--- src/rtl/booth_ctrl.sv ---
// Control FSM for a radix-2 Booth multiplier: sequences load, add/sub and shift strobes
// for a separate datapath. Define BOOTH_CTRL_ABORT_EN to add the abort input.
module booth_ctrl #(
    parameter int CNT_WIDTH = 4
) (
    input  logic                 clk,
    input  logic                 reset,
`ifdef BOOTH_CTRL_ABORT_EN
    input  logic                 abort,
`endif
    input  logic                 start_valid,
    output logic                 start_ready,
    input  logic                 q0,
    input  logic                 q_1,
    output logic                 load,
    output logic                 add_en,
    output logic                 sub_en,
    output logic                 shift_en,
    output logic [CNT_WIDTH-1:0] count,
    output logic                 done_valid,
    input  logic                 done_ready,
    output logic                 busy
);

    typedef enum logic [2:0] {
        IDLE  = 3'd0,
        LOAD  = 3'd1,
        EXEC  = 3'd2,
        SHIFT = 3'd3,
        DONE  = 3'd4
    } state_t;

    // N-1 with N = 2**CNT_WIDTH is simply all ones
    localparam logic [CNT_WIDTH-1:0] CNT_LAST = '1;

    state_t               state_q, state_d;
    logic [CNT_WIDTH-1:0] count_q, count_d;

    always_ff @(posedge clk) begin
        if (reset) begin
            state_q <= IDLE;
            count_q <= '0;
        end else begin
            state_q <= state_d;
            count_q <= count_d;
        end
    end

    always_comb begin
        state_d     = state_q;
        count_d     = count_q;
        start_ready = 1'b0;
        load        = 1'b0;
        add_en      = 1'b0;
        sub_en      = 1'b0;
        shift_en    = 1'b0;
        done_valid  = 1'b0;
        busy        = 1'b1;

        case (state_q)
            IDLE: begin
                start_ready = 1'b1;
                busy        = 1'b0;
                if (start_valid) begin
                    state_d = LOAD;
                    count_d = '0;
                end
            end
            LOAD: begin
                load    = 1'b1;
                state_d = EXEC;
            end
            EXEC: begin
                case ({q0, q_1})
                    2'b10:   sub_en = 1'b1;
                    2'b01:   add_en = 1'b1;
                    default: ;
                endcase
                state_d = SHIFT;
            end
            SHIFT: begin
                shift_en = 1'b1;
                if (count_q == CNT_LAST) begin
                    state_d = DONE;
                end else begin
                    count_d = count_q + CNT_WIDTH'(1);
                    state_d = EXEC;
                end
            end
            DONE: begin
                done_valid = 1'b1;
                if (done_ready) state_d = IDLE;
            end
            default: state_d = IDLE;
        endcase

`ifdef BOOTH_CTRL_ABORT_EN
        if (abort && (state_q == LOAD || state_q == EXEC || state_q == SHIFT)) begin
            state_d = IDLE;
            count_d = '0;
        end
`endif

        // Outputs read as idle while reset is held, regardless of the registered state
        if (reset) begin
            start_ready = 1'b1;
            busy        = 1'b0;
            done_valid  = 1'b0;
            load        = 1'b0;
            add_en      = 1'b0;
            sub_en      = 1'b0;
            shift_en    = 1'b0;
        end
    end

    assign count = reset ? '0 : count_q;

endmodule

--- config.mk ---
export PLATFORM = sky130hd
export DESIGN_NAME = booth_ctrl
export DESIGN_NICKNAME = d
export VERILOG_FILES = /design/src/rtl/booth_ctrl.sv
export SDC_FILE = /design/constraint.sdc
export NUM_CORES = 1
export LEC_CHECK = 0
export CAP_MARGIN = 20
export CELL_PAD_IN_SITES_DETAIL_PLACEMENT = 0
export CELL_PAD_IN_SITES_GLOBAL_PLACEMENT = 1
export CORE_UTILIZATION = 25
export DETAILED_ROUTE_END_ITERATION = 12
export PLACE_DENSITY = 0.7
export SYNTH_ARGS = -nofsm -noshare
export SYNTH_HDL_FRONTEND = slang
export SYNTH_SLANG_ARGS = --single-unit
--- constraint.sdc ---
create_clock -name clk -period 1.1 [get_ports clk]
set_input_delay 0.165 -clock clk [delete_from_list [all_inputs] [get_ports clk]]
set_output_delay 0.165 -clock clk [all_outputs]
set_load 0.1 [all_outputs]
==> impl_results.md <==
* Max_cap viols at 0
* Synth-to-Final Area Change at 182%
* First-pass GRT wire length at 2.47 mm
* Total clock sinks at 7
* Vert. Die Dim at approximately 43 um
* Syn_nets at 58
* Initial Utilization at 0.274
* Synth Flop Type: dfxtp_1
* Root Buffer: clkbuf_4
* Port Buffers at 16
* Vias in the first global route at between 500 and 600
* Cell area after synthesis at around 420 sq um
* Netlist cell types at 26
* Crit path required time at roughly 0.94 ns
* GRT Util Overall at 0.187
* Lkg Pwr at 0.474 nW
* Ys Warns at 0
* Post-Place Cells at 94
* Final std cells w/o fill at 116
* Sequential share of the synthesized area at 0.332
* Total routed wirelength at 1.53 mm
* Io pins at 17
* Rows at 14
* Status: complete, but fails checks
* CTS clk-pin slew, worst paths at approximately 0.060 ns
* Global-route congestion overflow total at 0
* # fillers at 99
* Post-synth top area share at 0.332
* Largest net degree at the start of global routing at 8
* Final ANT Viol Nets at 0
* Total CTS buffers at 3
* Max Root-Sink Buffers at 2
* CP Launch Type: flop
* Failing checks: setup timing
* DRC violations left at 0
* Pwr dens at 763 nW/um^2
* Final RePlAce weighted congestion at just over 0.7
* Detailed-route via count at 574
* Synth Register Bits at 7
* Cells after synthesis at 51
* TritonCTS clock tree: built
* Drt wl/cell at about 13 um
* Hold crit path type: primary input to flop
* Setup Skew at roughly 0.0056 ns
* Crit path capture type: output pin
* Setup ws final at -0.447 ns
* Post-synth EDFFs at 0
* Share of cells above drive strength 1 at 0.750
* Final Setup Violations at 16
* Worst-path fanout max at 5
* Post-synth top area cell: dfxtp_1
* Final Max Slew Viols at 0
* Worst-Skew Late Latency at about 0.25 ns
* Net count, final at 108
* N_diodes at 0
* Core ar. at 1540 sq um
* Worst EP arrival at approximately 1.4 ns
* Cts hold-fix bufs at 0
* Syn_area_per_cell at around 8.3 sq um
* Kind of critical path: flop to output pin
* H-Tree Depth at 1
* Ys async rst share at 0
* Fin crit period at between 1.5 and 2 ns
* Initial antenna violation count at 0
* Measured slew at the worst slew-check pin at 0.296 ns
* Tot Pwr at 0.906 mW
* Die footprint at ~1900 sq um
* Relative max-transition margin at 0.802
* Post-DP HPWL at about 850 um
* Drt first pass iters at 4
* Initial drt markers at 7
* F_max at between 0.6 and 0.7 GHz
* Via density at about 5
* RSZ-0062 raised after global routing: true
* Final Hold Fails at 0
* Die width at roughly 43 um
* Worst vdd ir at 0.000584 V
* Synth top area cells: dfxtp_1 33%, nor4b_1 6.2%, buf_12 4.7%
* Hold Slack at 0.534 ns
* Tcrit/Tclk final at 1.41
cell usage after synthesis (2+ instances only):
cell type,number
nand2_1,5
a21oi_1,2
a31oi_1,2
buf_2,2
nor2b_1,3
nor3_1,2
nand3_1,3
dfxtp_1,7
nor3b_1,2
inv_1,2
nand2b_1,2
nor4b_1,3
nor2_1,3
path summary, 6_finish.rpt:
check / start / to / slack, ns / depth (start not counted)
setup / recovery: state_q[0] / add_en / -0.45 / 4
setup reg to reg: state_q[0] / count_q[3] / -0.40 / 6
hold reg to reg: state_q[1] / state_q[0] / 0.56 / 1
hold / removal: done_ready / state_q[2] / 0.53 / 3
critical path, stage by stage, from the launching register on:
cell and delay (ns):
dfxtp_4 0.36, nor3_4 0.18, nand2_2 0.12, nor3b_4 0.26
buf_12 0.21
metrics by stage:
stage / area (sq um) / setup WS (ns) / setup TNS, ns / utilization
floorplan: 581 / -0.693 / -4.00 / -
global placement: 925 / -0.442 / -5.62 / 0.600
detailed placement: 925 / -0.457 / -5.82 / 0.600
CTS: 1110 / -0.416 / -3.90 / 0.721
global route: 1190 / -0.502 / -5.09 / 0.770
finish: 1190 / -0.447 / -4.23 / 0.770
registers in the layout (all words and copies together) (netlist names):
name,flops
state_q,3
count_q,4
repair_timing:
action                                 4_1_cts  5_1_grt
cloned                                       0        0
setup endpoints to repair                   16       17
gates resized for setup                     21       10
pin swaps                                   10       11
endpoints found under the hold margin        0        0
setup buffers                               13        6
metal layers:
layer	track usage	vias to the layer above	part of all wire
met5	0	-	0
met4	0.0727	0	0.014
met3	0.0383	2	0.037
met2	0.336	15	0.57
met1	0.212	270	0.38
li1	-	287	-
power by group:
part / total (mW) / switching, mW / internal (mW)
clock network: 0.241 / 0.102 / 0.139
logic: 0.381 / 0.194 / 0.187
registers: 0.284 / 0.0196 / 0.264
total: 0.906 / 0.316 / 0.590
cell usage in the layout (no fill, tap or decap), types with 2 or more instances in the layout:
cell type         n
a21oi_1           2
a31oi_1           2
buf_12           11
buf_4            17
buf_6            16
clkbuf_4          3
clkdlybuf4s50_1   4
dfxtp_2           4
dfxtp_4           3
nand2_1           4
nand2b_1          2
nand3_1           2
nor2_2            2
nor2b_4           3
nor3b_4           2
nor4b_4           2
layout make-up:
type / instances / area, sq um / area share
clock buffer: 4 / 26.3 / 0.0221
inverter: 2 / 13.8 / 0.0116
multi-input combinational: 38 / 394 / 0.332
sequential: 7 / 156 / 0.132
tap: 16 / 20.0 / 0.0169
timing repair buffer: 49 / 577 / 0.486
logic make-up after synthesis:
family	synth area share
simple gates	0.398
compound gates	0.142
flops	0.332
fa+ha+maj	0.0297
buf+inv	0.0979
(Power assumes the default switching activity.)
